==> src/rtl/scan_decoder_pkg.sv <==
// scan_decoder_pkg: shared state encoding and one-hot helper for the scan decoder family
package scan_decoder_pkg;

   typedef enum logic [1:0] {
      IDLE   = 2'd0,
      DIRECT = 2'd1,
      SCAN   = 2'd2,
      BLANK  = 2'd3
   } state_t;

   // Widest one-hot the helper can build; covers index widths up to 8 bits.
   localparam int ONEHOT_MAX_W = 256;

   // Callers cast the result down to their own 2**N width.
   function automatic logic [ONEHOT_MAX_W-1:0] onehot(input int unsigned i);
      return ONEHOT_MAX_W'(1) << i;
   endfunction

endpackage

==> src/rtl/scan_decoder_nbit_next_chan_search.sv <==
// next_chan_search: combinational round-robin finder of the next set mask bit strictly after cur
module next_chan_search #(
   parameter int N = 3
) (
   input  logic [2**N-1:0] mask,
   input  logic [N-1:0]    cur,
   output logic [N-1:0]    nxt,
   output logic            wrapped,
   output logic            found
);

   // walk from the farthest candidate to the nearest so the nearest set bit wins;
   // the farthest candidate (offset 2**N) is cur itself, so a lone channel finds itself
   always_comb begin
      nxt   = cur;
      found = 1'b0;
      for (int i = 2**N; i >= 1; i--) begin
         if (mask[cur + N'(i)]) begin
            nxt   = cur + N'(i);
            found = 1'b1;
         end
      end
      wrapped = found && (nxt <= cur);
   end

endmodule

==> src/rtl/scan_decoder_nbit.sv <==
// scan_decoder_nbit: registered N-to-2^N one-hot decoder with direct decode and masked scan modes
// Define SCAN_DECODER_BLANK_EN to insert a one-cycle blank (y=0) after every scan dwell expiry.
module scan_decoder_nbit
   import scan_decoder_pkg::*;
#(
   parameter int N       = 3,
   parameter int DWELL_W = 8
) (
   input  logic               clk,
   input  logic               reset_n,
   input  logic               enable,
   input  logic               mode,
   input  logic [N-1:0]       a,
   input  logic [2**N-1:0]    ch_mask,
   input  logic [DWELL_W-1:0] dwell,
   input  logic               load,
   input  logic [N-1:0]       load_idx,
   output logic [2**N-1:0]    y,
   output logic [N-1:0]       idx,
   output logic               wrap
);

   localparam int W = 2**N;

   state_t             state_q, state_d;
   logic [N-1:0]       idx_d, nxt;
   logic [DWELL_W-1:0] cnt_q, cnt_d;
   logic [W-1:0]       y_d;
   logic               wrap_d, wrapped, found, expired;

   next_chan_search #(.N(N)) u_search (
      .mask    (ch_mask),
      .cur     (idx),
      .nxt     (nxt),
      .wrapped (wrapped),
      .found   (found)
   );

   // an established scan channel has used up its dwell and some channel is enabled
   assign expired = (state_q == SCAN) && found && (cnt_q >= dwell);

   // state register
   always_ff @(posedge clk) begin
      if (!reset_n) state_q <= IDLE;
      else          state_q <= state_d;
   end

   // state follows enable/mode every cycle; with blanking an unloaded expiry detours through BLANK
   always_comb begin
      state_d = !enable ? IDLE : !mode ? DIRECT : SCAN;
`ifdef SCAN_DECODER_BLANK_EN
      if (state_d == SCAN && expired && !load) state_d = BLANK;
`endif
   end

   // next index, dwell count, wrap and select for the state being entered
   always_comb begin
      idx_d  = idx;
      cnt_d  = cnt_q;
      wrap_d = 1'b0;
      if (state_d == DIRECT) begin
         idx_d = a;
         cnt_d = '0;
      end else if (state_d != IDLE) begin
         if (load) begin
            idx_d = load_idx;
            cnt_d = '0;
         end else if (expired) begin
            idx_d  = nxt;
            cnt_d  = '0;
            wrap_d = wrapped;
         end else if (state_q != SCAN || !found) begin
            cnt_d = '0;
         end else begin
            cnt_d = cnt_q + DWELL_W'(1);
         end
      end
      y_d = (state_d == DIRECT || state_d == SCAN) ? W'(onehot(32'(idx_d))) & ch_mask : '0;
   end

   // output and counter registers
   always_ff @(posedge clk) begin
      if (!reset_n) begin
         y     <= '0;
         idx   <= '0;
         wrap  <= 1'b0;
         cnt_q <= '0;
      end else begin
         y     <= y_d;
         idx   <= idx_d;
         wrap  <= wrap_d;
         cnt_q <= cnt_d;
      end
   end

endmodule

==> config.mk <==
export PLATFORM = sky130hd
export DESIGN_NAME = scan_decoder_nbit
export DESIGN_NICKNAME = d
export VERILOG_FILES = /design/src/rtl/scan_decoder_pkg.sv /design/src/rtl/scan_decoder_nbit_next_chan_search.sv /design/src/rtl/scan_decoder_nbit.sv
export SDC_FILE = /design/constraint.sdc
export NUM_CORES = 1
export LEC_CHECK = 0
export CORE_ASPECT_RATIO = 0.8
export CORE_MARGIN = 2
export CORE_UTILIZATION = 49
export DETAILED_ROUTE_END_ITERATION = 7
export PLACE_DENSITY = 0.77
export SETUP_SLACK_MARGIN = 0.5
export SLEW_MARGIN = 10
export SYNTH_ARGS = -nofsm -noshare
export SYNTH_HDL_FRONTEND = slang
export SYNTH_SLANG_ARGS = --single-unit
==> constraint.sdc <==
create_clock -name clk -period 6.2 [get_ports clk]
set_input_delay 1.55 -clock clk [delete_from_list [all_inputs] [get_ports clk]]
set_output_delay 1.55 -clock clk [all_outputs]
set_load 0.01 [all_outputs]
# == Word-level counts from Yosys, hierarchy flattened ==
# Index checks and enable logic that the tools add are counted.
# totals
ff_bits,22
latchBits,0
ramBits,0
rom_bits,0
input_bits,27
out_inout_bits,12
elab_cells,82
n_memories,0
# op_classes
n_addsub,8
n_mul,0
n_div,0
n_lt_le_gt_ge,10
n_eq_ne,4
shifts,1
muxes,40
bitwise_logic,4
reduce_logical,10
# op_table
op,count
3-bit two-way mux,11
3-bit by 4-bit < comparator with 1-bit output (second input constant),8
1-bit binary-select mux with 3-bit select,8
8-bit two-way mux,3
1-bit two-way mux,16
3-bit adder (second input constant),4
8-bit by 1-bit adder with 8-bit output (second input constant),1
8-bit AND,1
8-bit >= comparator,1
1-bit by 3-bit << shifter with 8-bit output (first input constant),1
3-bit by 2-bit adder with 3-bit output (second input constant),2
5-bit OR reduction,1
2-bit equality test (second input constant),2
2-bit two-way mux,2
3-bit by 1-bit adder with 3-bit output (second input constant),1
3-bit <= comparator,1
1-bit logical AND,3
1-bit NOT,3
2-bit by 1-bit equality test with 1-bit output (second input constant),1
1-bit logical OR,2
2-bit != test (second input constant),1
2-bit AND reduction,1
2-bit nonzero test,1
2-bit OR reduction,1
1-bit logical NOT,1

# == Longest topological paths before layout ==
# Gate-level depths: netlist of run 1.
# logic_depth
depth_word,18
depth_mapped,15
mapped_depth_nobuf,13

# == Hierarchy ==
# From an unflattened synthesis of run 1, not the netlist that was laid out.
# hier_totals
cells_unflattened,241
area_unflattened_um2,2103.3
# by_module_without_submodules
module,instances,cells_each,area_each_um2,seq_area_each_um2
scan_decoder_nbit,1,143,1258.7,440.4
next_chan_search,1,98,844.6,0.0

# == Worst setup path after synthesis of run 1 ==
# OpenSTA, ideal clock, no wires.
# synth_timing
path_kind,input-to-reg
from,input ch_mask[6]
to,register y[7]
setup_time_ns,0.060
t_arrival_ns,4.123
t_required_ns,6.140
slack_ns,2.017
cell_stages,8
path_buffers,0
path_cell_list,mux4_2 mux2_2 or4b_1 o31a_1 a211o_1 o211a_2 o41ai_2 and3_1
# synth_via
elab_chain_cells,18
word_cells_on_any_way,39
cone_classes,shift (1); mux (35); bitwise (1); reduce/logical (2)
# synth_rtl
item,line,rtl
from (decl),scan_decoder_nbit.sv:14,"input logic [2**N-1:0] ch_mask,"
1-bit binary-select mux with 3-bit select,scan_decoder_nbit_next_chan_search.sv:18,if (mask[cur + N'(i)]) begin
1-bit two-way mux (not written as such),scan_decoder_nbit_next_chan_search.sv:18,
1-bit two-way mux (8 in a row),scan_decoder_nbit_next_chan_search.sv:18,
1-bit logical AND (2 in a row),scan_decoder_nbit.sv:40,assign expired = (state_q == SCAN) && found && (cnt_q >= dwell);
3-bit two-way mux *,scan_decoder_nbit.sv:68,end else if (expired) begin
3-bit two-way mux *,scan_decoder_nbit.sv:65,if (load) begin
3-bit two-way mux *,scan_decoder_nbit.sv:64,end else if (state_d != IDLE) begin
3-bit two-way mux *,scan_decoder_nbit.sv:61,if (state_d == DIRECT) begin
1-bit by 3-bit << shifter with 8-bit output *,scan_decoder_pkg.sv:16,return ONEHOT_MAX_W'(1) << i;
8-bit AND *,scan_decoder_nbit.sv:78,y_d = (state_d == DIRECT || state_d == SCAN) ? W'(onehot(32'(idx_d))) & ch_mask : '0;
to (signal assigned),scan_decoder_nbit.sv:89,y <= y_d;
to (decl),scan_decoder_nbit.sv:18,"output logic [2**N-1:0] y,"
# Mark *: on every way between the ends. The rest lies on a longest branch, timed or not. The select of a mux whose other input is x is not followed.
# A chain may end at the register's enable or synchronous reset.

# == Worst setup path in the final report of run 1 ==
# layout_timing
from,input ch_mask[5]
to,register y[7]
# Same word-level chain as after synthesis.

==> impl_table.tex, run 1 <==
\begin{tabular}{lr}
\hline
Metric & Value \\
\hline
\multicolumn{2}{l}{\textbf{Place}} \\
\quad Detail Placement HPWL & around 4400 um \\
\quad Placed Cells & approximately 340 \\
\quad Port bufs & 38 \\
\quad GPL Wtd Cong & roughly 0.86 \\
\multicolumn{2}{l}{\textbf{Yosys}} \\
\quad Fraction of the mapped netlist area in compound gates & 0.201 \\
\quad Fraction of the mapped netlist area in adder cells & 0.0842 \\
\quad Flip-flop and latch count after synthesis & 22 \\
\quad Post-synthesis area per instance & 8.84 sq um \\
\quad Net count after synthesis & approximately 290 \\
\quad Post-synth EDFFs & 0 \\
\quad Share of the synthesized netlist area taken by xor and xnor gates & 0.0197 \\
\quad Synth unique cells & 56 \\
\quad Post-Syn Area & approximately 2200 sq um \\
\quad Top\_reg\_cell synth & sky130\_fd\_sc\_hd\_\_dfxtp\_1 \\
\quad Fraction of the mapped netlist area in simple logic gates & 0.217 \\
\quad Warnings from Yosys & 0 \\
\quad Share of flip-flops with an asynchronous set or reset after synthesis & 0 \\
\quad Mapped Cells & between 200 and 300 \\
\quad Share of cell area taken by muxes after synthesis & 0.234 \\
\quad Main combinational cell family by area after synthesis & multiplexers \\
\quad Sequential cell area fraction in the yosys report & 0.198 \\
\multicolumn{2}{l}{\textbf{Clock tree}} \\
\quad Buffer count from post-CTS setup fixing & 0 \\
\quad CTS buffer count & 3 \\
\quad Clock transition time at the flip-flop clock pins of the worst setup and hold paths & roughly 90 ps \\
\quad Cells resized by post-CTS repair & 0 \\
\quad Number of clock sinks & 22 \\
\quad Cell at the root of the clock tree & sky130\_fd\_sc\_hd\_\_clkbuf\_8 \\
\quad Number of hold buffers added after cts & 0 \\
\quad H-tree levels & 1 \\
\quad Clock tree from TritonCTS & yes \\
\quad Maximum root-to-sink buffer count & 2 \\
\quad Clk Latency, worst-skew pair & between 200 and 300 ps \\
\multicolumn{2}{l}{\textbf{Timing}} \\
\quad Hold slack final & roughly 500 ps \\
\quad Highest Clock Rate & around 210 MHz \\
\quad Final setup vio count & 0 \\
\quad Setup repair after global routing missed its margin & false \\
\quad Skew final & between 5 and 6 ps \\
\quad Pin slew with the least headroom to its limit & a little under 600 ps \\
\quad Crit share post-route & 0.766 \\
\quad Max-slew violations & 0 \\
\quad Rel. slew slack & 0.612 \\
\quad Final hold violation count & 0 \\
\quad Final sum of negative setup slack & 0 ps \\
\quad Final critical delay including setup and external delays & about 4700 ps \\
\multicolumn{2}{l}{\textbf{Worst hold path}} \\
\quad Path type of the worst min-delay path & flip-flop to flip-flop \\
\multicolumn{2}{l}{\textbf{Detailed routing}} \\
\quad Routed WL & approximately 5700 um \\
\quad Remaining number of nets flagged by the antenna check after routing & 0 \\
\quad Iteration-0 DRC Markers & 107 \\
\quad First-pass detailed-route iteration total & 4 \\
\quad DRC violations left & 0 \\
\quad DR vias/cell & 6.22 \\
\quad Per-cell routed wire length & 16.6 um \\
\quad Number of vias after detailed routing & roughly 2200 \\
\multicolumn{2}{l}{\textbf{Die}} \\
\quad IO Pins & 39 \\
\quad Core Footprint & $\sim$4300 sq um \\
\quad Chip Width & between 70 and 80 um \\
\quad Die ar. & 5110 sq um \\
\quad Starting utilization of the core area & 0.520 \\
\quad Vertical die dimension & 64.3 um \\
\quad Number of placement rows & 21 \\
\multicolumn{2}{l}{\textbf{Setup path}} \\
\quad Worst Path Max Fanout & 9 \\
\quad Required time of the critical path & 6420 ps \\
\quad CP Class & primary input to flip-flop \\
\quad Kind of start point of the critical path & primary input \\
\quad Critical path data arrival time & 4970 ps \\
\quad Endpoint type of the worst setup path & flip-flop \\
\multicolumn{2}{l}{\textbf{Finish}} \\
\quad Post-synthesis to final-layout area growth & 22.7\% \\
\quad Fill cell instance count of the final layout & between 300 and 400 \\
\quad Proportion of layout cells with a drive suffix above 1 & 0.104 \\
\quad Final net count & 332 \\
\quad Number of antenna diodes & 0 \\
\quad Final cell count without fillers & 346 \\
\quad Fin util & 0.638 \\
\multicolumn{2}{l}{\textbf{Global routing}} \\
\quad Met2 usage & 0.344 \\
\quad Met3 track demand over resource & 0.0636 \\
\quad Antenna violations before repair & 0 \\
\quad Congestion Overflow GR & 0 \\
\quad GRT busiest layer & met2 \\
\quad Via count of the first global-routing pass & about 1900 \\
\quad Met1 usage in global routing & 0.327 \\
\quad First-pass GRT wire length & 9270 um \\
\quad Total routing usage reported by global routing & 0.227 \\
\quad Maximum number of pins on one net before global-route repair & 23 \\
\multicolumn{2}{l}{\textbf{Power and ir drop}} \\
\quad Leakage component of the power & 0.00105 uW \\
\quad Peak supply drop & $\sim$0.13 mV \\
\quad PD cells & about 190 nW/um\^{}2 \\
\multicolumn{2}{l}{\textbf{Run status}} \\
\quad Result of the run & finished, final reports clean \\
\multicolumn{2}{l}{\textbf{Flow run}} \\
\quad Number of max-capacitance violations reported & 0 \\
\hline
\end{tabular}
==> cells by family after synthesis <==
| group | count (synthesis) |
|---|---|
| flops | 22 |
| fa+ha+maj | 15 |
| xor+xnor | 5 |
| mux | 33 |
| simple gates | 86 |
| compound gates | 66 |
| buf+inv | 25 |
==> layout by cell type, fill, tap and decap left out, types with 4 or more instances in the layout <==
| cell | instances |
|---|---|
| sky130_fd_sc_hd__mux2i_1 | 7 |
| sky130_fd_sc_hd__or3b_1 | 4 |
| sky130_fd_sc_hd__clkdlybuf4s50_1 | 38 |
| sky130_fd_sc_hd__mux2_2 | 4 |
| sky130_fd_sc_hd__dfxtp_1 | 22 |
| sky130_fd_sc_hd__inv_1 | 16 |
| sky130_fd_sc_hd__mux4_2 | 13 |
| sky130_fd_sc_hd__nor2_1 | 12 |
| sky130_fd_sc_hd__nand2_1 | 15 |
| sky130_fd_sc_hd__ha_1 | 15 |
| sky130_fd_sc_hd__a21oi_1 | 19 |
| sky130_fd_sc_hd__o21ai_0 | 6 |
| sky130_fd_sc_hd__nand3_1 | 8 |
| sky130_fd_sc_hd__and3_1 | 10 |
| sky130_fd_sc_hd__mux2_1 | 8 |
| sky130_fd_sc_hd__o21ai_1 | 7 |
| sky130_fd_sc_hd__nor3_1 | 6 |
| sky130_fd_sc_hd__and2_1 | 5 |
| sky130_fd_sc_hd__nor2b_1 | 7 |
==> state kept, by name (all words and copies together) (netlist names) <==
name     count
y            8
idx          3
wrap         1
state_q      2
cnt_q        8
==> cells in the mapped netlist (2+ instances only) <==
master | n | area (sq um)
sky130_fd_sc_hd__o31ai_1 | 3 | 22.5
sky130_fd_sc_hd__nand3b_1 | 2 | 15.0
sky130_fd_sc_hd__inv_1 | 16 | 60.1
sky130_fd_sc_hd__a221o_1 | 2 | 20.0
sky130_fd_sc_hd__nor4_1 | 3 | 18.8
sky130_fd_sc_hd__a21o_1 | 2 | 15.0
sky130_fd_sc_hd__o21ai_0 | 6 | 30.0
sky130_fd_sc_hd__and2_1 | 5 | 31.3
sky130_fd_sc_hd__o41ai_1 | 2 | 17.5
sky130_fd_sc_hd__dfxtp_1 | 22 | 440
sky130_fd_sc_hd__nand3_1 | 8 | 40.0
sky130_fd_sc_hd__clkbuf_1 | 5 | 18.8
sky130_fd_sc_hd__o21a_1 | 2 | 15.0
sky130_fd_sc_hd__buf_2 | 2 | 10.0
sky130_fd_sc_hd__or3_1 | 2 | 12.5
sky130_fd_sc_hd__mux2i_1 | 7 | 70.1
sky130_fd_sc_hd__a22o_1 | 2 | 17.5
sky130_fd_sc_hd__nor4b_1 | 2 | 17.5
sky130_fd_sc_hd__o31a_1 | 2 | 17.5
sky130_fd_sc_hd__o2111ai_1 | 2 | 17.5
sky130_fd_sc_hd__a22oi_1 | 2 | 15.0
sky130_fd_sc_hd__a21oi_1 | 19 | 95.1
sky130_fd_sc_hd__mux4_2 | 13 | 293
sky130_fd_sc_hd__xnor2_1 | 3 | 26.3
sky130_fd_sc_hd__mux2_1 | 8 | 90.1
sky130_fd_sc_hd__a31oi_1 | 3 | 18.8
sky130_fd_sc_hd__and3_1 | 10 | 62.6
sky130_fd_sc_hd__nand2_1 | 15 | 56.3
sky130_fd_sc_hd__ha_1 | 15 | 188
sky130_fd_sc_hd__or3b_1 | 4 | 35.0
sky130_fd_sc_hd__nor2b_1 | 7 | 43.8
sky130_fd_sc_hd__o21ai_1 | 7 | 35.0
sky130_fd_sc_hd__xor2_1 | 2 | 17.5
sky130_fd_sc_hd__nand4_1 | 2 | 12.5
sky130_fd_sc_hd__nor3_1 | 6 | 30.0
sky130_fd_sc_hd__a2111oi_0 | 2 | 17.5
sky130_fd_sc_hd__a32oi_1 | 2 | 17.5
sky130_fd_sc_hd__nor2_1 | 12 | 45.0
sky130_fd_sc_hd__nor3b_1 | 3 | 22.5
sky130_fd_sc_hd__mux2_2 | 4 | 45.0
==> per-layer routing <==
| layer | up-vias | share of wire |
|---|---|---|
| li1 | 1044 | - |
| met1 | 1016 | 0.46 |
| met2 | 87 | 0.45 |
| met3 | 4 | 0.079 |
| met4 | 0 | 0.0052 |
| met5 | - | 0 |
==> metrics by stage <==
step	worst slack, ps	total power, uW	cell area, sq um
after global placement	1290	369	2660
final	1450	509	2730
after CTS	1470	506	2730
after floorplan	2020	308	2230
after global routing	1290	537	2730
after detailed placement	1180	371	2660
==> power by group <==
group          switching, uW  leakage (uW)  internal, uW
Clock                   50.9     0.0000357          86.4
Sequential              2.64      0.000178           144
Combinational            118      0.000837           107
==> final cells by class <==
cell class | count | area [sq um] | area share
Clock buffer | 3 | 41.3 | 0.0151
Multi-Input combinational cell | 205 | 1680 | 0.616
Sequential cell | 22 | 440 | 0.161
Inverter | 17 | 63.8 | 0.0233
Timing Repair Buffer | 41 | 403 | 0.147
Tap cell | 57 | 71.3 | 0.0261
Clock inverter | 1 | 30.0 | 0.0110
==> worst max-delay path, stage by stage <==
cell and delay (ps):
sky130_fd_sc_hd__clkdlybuf4s50_1 560, sky130_fd_sc_hd__mux4_2 570, sky130_fd_sc_hd__mux2_2 330, sky130_fd_sc_hd__or4b_1 550, sky130_fd_sc_hd__o31a_1 320, sky130_fd_sc_hd__a211o_1 320, sky130_fd_sc_hd__o211a_2 160, sky130_fd_sc_hd__o41ai_2 410
sky130_fd_sc_hd__and3_1 200
==> path summary, 6_finish.rpt <==
kind / slack, ps / cells past startpoint / from / to
setup / recovery: 1450 / 9 / ch_mask[5] / y[7]
hold / removal: 510 / 2 / cnt_q[1] / cnt_q[1]
setup reg to reg: 1880 / 11 / idx[0] / y[7]
hold reg to reg: 510 / 2 / cnt_q[1] / cnt_q[1]
No activity file was read; power rests on OpenSTA's default activity.
==> run 2, diff against run 1 <==
==> constraint.sdc (replaced) <==
create_clock -name clk -period 4.6 [get_ports clk]
set_input_delay 1.15 -clock clk [delete_from_list [all_inputs] [get_ports clk]]
set_output_delay 1.15 -clock clk [all_outputs]
set_load 0.01 [all_outputs]
==> run 2 against run 1 <==
Net effect:
- flip-flop and latch count is the same
- die area is the same
- total power grew 36%
- global-route usage grew 1.0 points
- design area grew 2.0%
- clock skew shrank 4.3 ps
- critical path depth is the same
- critical endpoint is now y[3]
==> impl_table.tex, run 2 (same netlist as run 1, synthesis figures left out) <==
\begin{tabular}{lr}
\hline
Metric & Value \\
\hline
\multicolumn{2}{l}{\textbf{Finish}} \\
\quad Highest-count cells in the layout ignoring fill and taps & sky130\_fd\_sc\_hd\_\_clkdlybuf4s50\_1 (30), sky130\_fd\_sc\_hd\_\_dfxtp\_1 (22), sky130\_fd\_sc\_hd\_\_a21oi\_1 (19) (was sky130\_fd\_sc\_hd\_\_clkdlybuf4s50\_1 (38), sky130\_fd\_sc\_hd\_\_dfxtp\_1 (22), sky130\_fd\_sc\_hd\_\_a21oi\_1 (19)) \\
\quad Number of antenna diodes & 0 (unchanged) \\
\quad Final net count & 339 (was 332) \\
\quad Post-route cell area & 2790 sq um (was 2730 sq um) \\
\quad Commonest non-fill, non-tap cell in the layout & sky130\_fd\_sc\_hd\_\_clkdlybuf4s50\_1 (unchanged) \\
\quad Proportion of layout cells with a drive suffix above 1 & 0.142 (was 0.104) \\
\quad Leading registers by flop count & cnt\_q: 8 flops, y: 8 flops, idx: 3 flops (unchanged) \\
\quad Post-synthesis to final-layout area growth & 25.1\% (was 22.7\%) \\
\multicolumn{2}{l}{\textbf{Timing}} \\
\quad Pin slew with the least headroom to its limit & 642 ps (was 580 ps) \\
\quad Max-slew violations & 0 (unchanged) \\
\quad Hold slack final & 512 ps (about the same) \\
\quad Setup repair after global routing missed its margin & false (unchanged) \\
\quad Final setup vio count & 0 (unchanged) \\
\quad Crit share post-route & 0.875 \\
\quad Final hold violation count & 0 (unchanged) \\
\quad Highest Clock Rate & $\sim$250 MHz \\
\quad Final sum of negative setup slack & 0 ps (unchanged) \\
\quad Skew final & 1.44 ps (was 5.72 ps) \\
\quad Rel. slew slack & 0.569 (was 0.612) \\
\quad Final critical delay including setup and external delays & 4030 ps \\
\multicolumn{2}{l}{\textbf{Place}} \\
\quad Detail Placement HPWL & 4490 um (was 4380 um) \\
\quad Port bufs & 38 (unchanged) \\
\quad GPL Wtd Cong & 0.895 (was 0.863) \\
\quad Placed cell areas & 2690 sq um (was 2660 sq um) \\
\multicolumn{2}{l}{\textbf{Global routing}} \\
\quad Antenna violations before repair & 0 (unchanged) \\
\quad Congestion Overflow GR & 0 (unchanged) \\
\quad Total routing usage reported by global routing & 0.237 (was 0.227) \\
\quad First-pass GRT wire length & 9640 um (was 9270 um) \\
\quad Via count of the first global-routing pass & 1988 (was 1919) \\
\quad Maximum number of pins on one net before global-route repair & 22 (was 23) \\
\multicolumn{2}{l}{\textbf{Setup path}} \\
\quad Reg-to-reg slack, setup & 690 ps (was 1880 ps) \\
\quad Worst Path Max Fanout & 7 (was 9) \\
\quad Required time of the critical path & 4810 ps (was 6420 ps) \\
\quad CP Class & primary input to flip-flop (unchanged) \\
\quad Endpoint type of the worst setup path & flip-flop (unchanged) \\
\quad Critical path data arrival time & 4230 ps (was 4970 ps) \\
\quad Kind of start point of the critical path & primary input (unchanged) \\
\multicolumn{2}{l}{\textbf{Clock tree}} \\
\quad Number of clock sinks & 22 (unchanged) \\
\quad Number of hold buffers added after cts & 0 (unchanged) \\
\quad Cell at the root of the clock tree & sky130\_fd\_sc\_hd\_\_clkbuf\_8 (unchanged) \\
\quad Clk Latency, worst-skew pair & 260 ps (was 270 ps) \\
\quad Maximum root-to-sink buffer count & 2 (unchanged) \\
\quad Clock transition time at the flip-flop clock pins of the worst setup and hold paths & 80 ps (was 90 ps) \\
\quad CTS buffer count & 3 (unchanged) \\
\quad Clock tree from TritonCTS & yes (unchanged) \\
\quad H-tree levels & 1 (unchanged) \\
\multicolumn{2}{l}{\textbf{Detailed routing}} \\
\quad Number of vias after detailed routing & 2237 (was 2151) \\
\quad Routed WL & 5960 um (was 5730 um) \\
\quad First-pass detailed-route iteration total & 6 (was 4) \\
\quad Remaining number of nets flagged by the antenna check after routing & 0 (unchanged) \\
\quad DRC violations left & 0 (unchanged) \\
\quad Iteration-0 DRC Markers & 201 (was 107) \\
\quad DR vias/cell & 6.34 (was 6.22) \\
\quad Per-cell routed wire length & 16.9 um (was 16.6 um) \\
\multicolumn{2}{l}{\textbf{Die}} \\
\quad Die ar. & 5110 sq um (unchanged) \\
\quad IO Pins & 39 (unchanged) \\
\quad Starting utilization of the core area & 0.520 (unchanged) \\
\quad Core Footprint & 4280 sq um (unchanged) \\
\quad Chip Width & 79.4 um (unchanged) \\
\quad Number of placement rows & 21 (unchanged) \\
\quad Vertical die dimension & 64.3 um (unchanged) \\
\multicolumn{2}{l}{\textbf{Power and ir drop}} \\
\quad Overall power of the completed layout & 694 uW (was 509 uW) \\
\quad PD cells & 249 nW/um\^{}2 (was 186 nW/um\^{}2) \\
\quad Leakage component of the power & 0.00111 uW (was 0.00105 uW) \\
\quad Peak supply drop & 0.182 mV (was 0.127 mV) \\
\multicolumn{2}{l}{\textbf{Run status}} \\
\quad Result of the run & finished, final reports clean (unchanged) \\
\multicolumn{2}{l}{\textbf{Worst hold path}} \\
\quad Path type of the worst min-delay path & flip-flop to flip-flop (unchanged) \\
\multicolumn{2}{l}{\textbf{Flow run}} \\
\quad Number of max-capacitance violations reported & 0 (unchanged) \\
\hline
\end{tabular}
## run 2: cell count changes in the layout (fill, tap and decap cells not counted)
cell                              previous run  this run
sky130_fd_sc_hd__o41ai_2                     1         0
sky130_fd_sc_hd__mux2_4                      0         1
sky130_fd_sc_hd__o41ai_4                     0         1
sky130_fd_sc_hd__clkbuf_2                    0         3
sky130_fd_sc_hd__or4b_1                      1         0
sky130_fd_sc_hd__dlygate4sd2_1               0         5
sky130_fd_sc_hd__clkdlybuf4s50_1            38        30
sky130_fd_sc_hd__o21ai_1                     7         6
sky130_fd_sc_hd__o21ai_2                     0         1
sky130_fd_sc_hd__or4b_4                      0         1
sky130_fd_sc_hd__buf_4                       3        10
sky130_fd_sc_hd__mux2_2                      4         3
## run 2: final cells by class
| type | instances | area [sq um] |
|---|---|---|
| clock inverters | 1 | 30.0 |
| multi-input cells | 205 | 1710 |
| inverters | 17 | 63.8 |
| repair buffers | 48 | 434 |
| clock buffers | 3 | 41.3 |
| well taps | 57 | 71.3 |
| flip-flops and latches | 22 | 440 |
| fillers | 366 | 1500 |
## run 2: timing repair
item	4_1_cts	5_1_grt
gates resized for setup	9	9
setup buffers	1	2
pin swaps	0	2
endpoints found under the setup margin	6	3
hold endpoints to repair	0	0
## run 2: through the flow
stage / worst slack (ps) / cells / util
2_1_floorplan: 672 / 252 / -
3_3_place_gp: 130 / 346 / 0.629
3_5_place_dp: 13.6 / 346 / 0.629
4_1_cts: 588 / 351 / 0.647
5_1_grt: 500 / 353 / 0.651
6_report: 575 / 353 / 0.651
## run 2: final timing paths
path | start | to | cells after the start
setup reg to reg | idx[0] | y[3] | 10
hold / removal | cnt_q[7] | cnt_q[7] | 2
hold reg to reg | cnt_q[7] | cnt_q[7] | 2
setup / recovery | ch_mask[3] | y[3] | 9
## run 2: where the power goes
part / switching, uW / internal (uW)
clock: 63.8 / 116
combinational: 165 / 151
sequential: 4.13 / 194
## run 2: critical path: stages
cell and delay, ps:
sky130_fd_sc_hd__dlygate4sd2_1 310, sky130_fd_sc_hd__mux4_2 520, sky130_fd_sc_hd__mux2_4 300, sky130_fd_sc_hd__or4b_4 540, sky130_fd_sc_hd__o31a_1 350, sky130_fd_sc_hd__a211o_1 330, sky130_fd_sc_hd__o211a_2 170, sky130_fd_sc_hd__o41ai_4 360
sky130_fd_sc_hd__and3_1 200
## run 2: routing by layer
layer,vias up,routed length (um),track usage
li1,1057,-,-
met5,-,0,0
met2,125,2680,0.364
met3,14,546,0.0523
met1,1041,2660,0.346
met4,0,73,0.0388
==> run 3, diff against run 2 <==
--- a/config.mk
+++ b/config.mk
@@ -6,11 +6,12 @@
 export NUM_CORES = 1
 export LEC_CHECK = 0
 export CORE_ASPECT_RATIO = 0.8
-export CORE_MARGIN = 2
+export CORE_MARGIN = 5
 export CORE_UTILIZATION = 49
 export DETAILED_ROUTE_END_ITERATION = 7
 export PLACE_DENSITY = 0.77
 export SETUP_SLACK_MARGIN = 0.5
+export SKIP_LAST_GASP = 1
 export SLEW_MARGIN = 10
 export SYNTH_ARGS = -nofsm -noshare
 export SYNTH_HDL_FRONTEND = slang
==> run 3 against run 2 <==
Net effect:
- clock-buffer cell count increased by 1
- die area grew 18%
- critical path type unchanged
- global-route usage down 3.2 points
- highest routed layer unchanged
==> impl_table.tex, run 3 (same netlist as run 1, synthesis figures left out) <==
\begin{tabular}{lr}
\hline
Metric & Value \\
\hline
\multicolumn{2}{l}{\textbf{Die}} \\
\quad Number of placement rows & 22 (was 21) \\
\quad Chip Width & 85.4 um (was 79.4 um) \\
\quad IO Pins & 39 (unchanged) \\
\quad Vertical die dimension & 70.3 um (was 64.3 um) \\
\quad Die ar. & 6000 sq um (was 5110 sq um) \\
\quad Core Footprint & 4490 sq um (was 4280 sq um) \\
\quad Starting utilization of the core area & 0.497 (was 0.520) \\
\multicolumn{2}{l}{\textbf{Detailed routing}} \\
\quad DR vias/cell & 6.07 (was 6.34) \\
\quad Routed WL & 6050 um (was 5960 um) \\
\quad Number of vias after detailed routing & 2166 (was 2237) \\
\quad Remaining number of nets flagged by the antenna check after routing & 0 (unchanged) \\
\quad First-pass detailed-route iteration total & 4 (was 6) \\
\quad Per-cell routed wire length & 16.9 um (about the same) \\
\quad Iteration-0 DRC Markers & 204 (was 201) \\
\quad DRC violations left & 0 (unchanged) \\
\multicolumn{2}{l}{\textbf{Finish}} \\
\quad Area of the multi-input gates & 1700 sq um (was 1710 sq um) \\
\quad Fill cell instance count of the final layout & 389 (was 366) \\
\quad Final cell count without fillers & 357 (was 353) \\
\quad Leading registers by flop count & cnt\_q: 8 flops, y: 8 flops, idx: 3 flops (unchanged) \\
\quad Final net count & 340 (was 339) \\
\quad Proportion of layout cells with a drive suffix above 1 & 0.128 (was 0.142) \\
\quad Highest-count cells in the layout ignoring fill and taps & sky130\_fd\_sc\_hd\_\_clkdlybuf4s50\_1 (30), sky130\_fd\_sc\_hd\_\_dfxtp\_1 (22), sky130\_fd\_sc\_hd\_\_a21oi\_1 (19) (unchanged) \\
\quad Number of antenna diodes & 0 (unchanged) \\
\quad Storage cell area & 440 sq um (unchanged) \\
\quad Commonest non-fill, non-tap cell in the layout & sky130\_fd\_sc\_hd\_\_clkdlybuf4s50\_1 (unchanged) \\
\quad Post-route cell area & 2780 sq um (was 2790 sq um) \\
\quad Post-synthesis to final-layout area growth & 24.9\% (was 25.1\%) \\
\multicolumn{2}{l}{\textbf{Flow run}} \\
\quad Number of max-capacitance violations reported & 0 (unchanged) \\
\multicolumn{2}{l}{\textbf{Place}} \\
\quad Detail Placement HPWL & 4620 um (was 4490 um) \\
\quad Placed cell areas & 2720 sq um (was 2690 sq um) \\
\quad Placed Cells & 352 (was 346) \\
\quad GPL Wtd Cong & 0.914 (was 0.895) \\
\quad Port bufs & 38 (unchanged) \\
\multicolumn{2}{l}{\textbf{Power and ir drop}} \\
\quad PD cells & 237 nW/um\^{}2 (was 249 nW/um\^{}2) \\
\quad Leakage component of the power & 0.00110 uW (was 0.00111 uW) \\
\quad Peak supply drop & 0.116 mV (was 0.182 mV) \\
\multicolumn{2}{l}{\textbf{Setup path}} \\
\quad Kind of start point of the critical path & primary input (unchanged) \\
\quad Worst path cell trace & dlygate4sd2\_1 -> mux4\_2 -> mux2\_2 -> or4b\_1 -> o31a\_1 -> a211o\_1 -> o211a\_2 -> o41ai\_4 -> and3\_1 (was dlygate4sd2\_1 -> mux4\_2 -> mux2\_4 -> or4b\_4 -> o31a\_1 -> a211o\_1 -> o211a\_2 -> o41ai\_4 -> and3\_1) \\
\quad Delay of the slowest cell on the worst path & 550 ps (was 540 ps) \\
\quad Worst Path Max Fanout & 7 (unchanged) \\
\quad Crit Reg-Reg Startpoint & idx[0] (unchanged) \\
\quad Crit path buffers/inverters & 1 (unchanged) \\
\quad Worst r2r path cells & 10 (unchanged) \\
\quad CP Class & primary input to flip-flop (unchanged) \\
\quad Reg-to-reg slack, setup & 710 ps (was 690 ps) \\
\quad Required time of the critical path & 4820 ps (was 4810 ps) \\
\quad Critical path data arrival time & 4210 ps (was 4230 ps) \\
\quad Endpoint type of the worst setup path & flip-flop (unchanged) \\
\quad Crit path max-delay cell type & sky130\_fd\_sc\_hd\_\_or4b\_1 (was sky130\_fd\_sc\_hd\_\_or4b\_4) \\
\quad Crit path depth & 9 (unchanged) \\
\quad Worst setup path startpoint & ch\_mask[2] (was ch\_mask[3]) \\
\quad Capture instance of the worst register-to-register path & y[3] (unchanged) \\
\quad Top Family by Delay on Critical Path & compound AO/OA/AOI/OAI gates (unchanged) \\
\multicolumn{2}{l}{\textbf{Timing}} \\
\quad Final setup vio count & 0 (unchanged) \\
\quad Final sum of negative setup slack & 0 ps (unchanged) \\
\quad Final critical delay including setup and external delays & 3990 ps (was 4030 ps) \\
\quad Rel. slew slack & 0.548 (was 0.569) \\
\quad Pin slew with the least headroom to its limit & 673 ps (was 642 ps) \\
\quad Final hold violation count & 0 (unchanged) \\
\quad Skew final & 6.40 ps (was 1.44 ps) \\
\quad Max-slew violations & 0 (unchanged) \\
\quad Hold slack final & 513 ps (was 512 ps) \\
\quad Setup repair after global routing missed its margin & false (unchanged) \\
\quad Highest Clock Rate & 251 MHz (was 248 MHz) \\
\quad Crit share post-route & 0.868 (was 0.875) \\
\multicolumn{2}{l}{\textbf{Global routing}} \\
\quad Antenna violations before repair & 0 (unchanged) \\
\quad Total routing usage reported by global routing & 0.205 (was 0.237) \\
\quad Congestion Overflow GR & 0 (unchanged) \\
\quad Maximum number of pins on one net before global-route repair & 22 (unchanged) \\
\quad Via count of the first global-routing pass & 2107 (was 1988) \\
\quad First-pass GRT wire length & 10100 um (was 9640 um) \\
\multicolumn{2}{l}{\textbf{Worst hold path}} \\
\quad Number of cells on the worst hold path & 2 (unchanged) \\
\quad Origin of the worst min-delay path & cnt\_q[1] (was cnt\_q[7]) \\
\quad Path type of the worst min-delay path & flip-flop to flip-flop (unchanged) \\
\quad Worst hold path endpoint & cnt\_q[1] (was cnt\_q[7]) \\
\multicolumn{2}{l}{\textbf{Clock tree}} \\
\quad Maximum root-to-sink buffer count & 2 (unchanged) \\
\quad Clock tree from TritonCTS & yes (unchanged) \\
\quad CTS buffer count & 3 (unchanged) \\
\quad Clk Latency, worst-skew pair & 270 ps (was 260 ps) \\
\quad Cell at the root of the clock tree & sky130\_fd\_sc\_hd\_\_clkbuf\_8 (unchanged) \\
\quad Number of clock sinks & 22 (unchanged) \\
\quad H-tree levels & 1 (unchanged) \\
\quad Clock transition time at the flip-flop clock pins of the worst setup and hold paths & 80 ps (about the same) \\
\multicolumn{2}{l}{\textbf{Run status}} \\
\quad Result of the run & finished, final reports clean (unchanged) \\
\hline
\end{tabular}
[run 3: cell types whose count changed in the layout (fill, tap and decap cells not counted), sizes merged]
cell and delta:
buf +1, clkbuf -2, bufinv -1, dlygate4sd2 +3
[run 3: metal layers]
metal | track usage | part of all wire | wire length, um
met5 | 0 | 0 | 0
met4 | 0.0492 | 0.012 | 74
met3 | 0.0519 | 0.082 | 495
met2 | 0.328 | 0.46 | 2780
met1 | 0.276 | 0.45 | 2700
[run 3: worst max-delay path by stage]
stage	to
2_1_floorplan	wrap
3_3_place_gp	y[3]
3_5_place_dp	y[3]
4_1_cts	y[3]
5_1_grt	y[7]
6_report	y[3]
[run 3: metrics by stage]
stage / power (uW) / util / setup WS, ps
finish: 659 / 0.620 / 609
global route: 696 / 0.620 / 514
CTS: 655 / 0.620 / 641
detailed placement: 514 / 0.606 / 78.3
global placement: 508 / 0.606 / 101
floorplan: 414 / - / 672
[run 3: where the power goes]
part | internal [uW] | switching (uW) | total, uW
combinational | 154 | 166 | 320
clock | 76.4 | 64.6 | 141
sequential | 194 | 4.31 | 198
[run 3: what timing repair did]
action / 4_1_cts / 5_1_grt
gates cloned: 0 / 0
endpoints found under the setup margin: 7 / 3
setup buffers: 1 / 0
hold buffers: 0 / 0
resized for setup: 9 / 1
pin swaps: 0 / 0
[run 3: final cells by class]
class,count,area share
multi-input cells,205,0.609
inverters,17,0.0229
flip-flops and latches,22,0.158
repair buffers,49,0.163
well taps,60,0.0270
clock buffers,4,0.0198
[run 3: worst reg2reg max path, cell delays in order (launching register included)]
cell and delay, ps:
sky130_fd_sc_hd__dfxtp_1 330, sky130_fd_sc_hd__inv_1 170, sky130_fd_sc_hd__ha_1 690, sky130_fd_sc_hd__mux4_2 430
sky130_fd_sc_hd__mux2_2 290, sky130_fd_sc_hd__or4b_1 550, sky130_fd_sc_hd__o31a_1 290, sky130_fd_sc_hd__a211o_1 320
sky130_fd_sc_hd__o211a_2 170, sky130_fd_sc_hd__o41ai_4 390, sky130_fd_sc_hd__and3_1 200
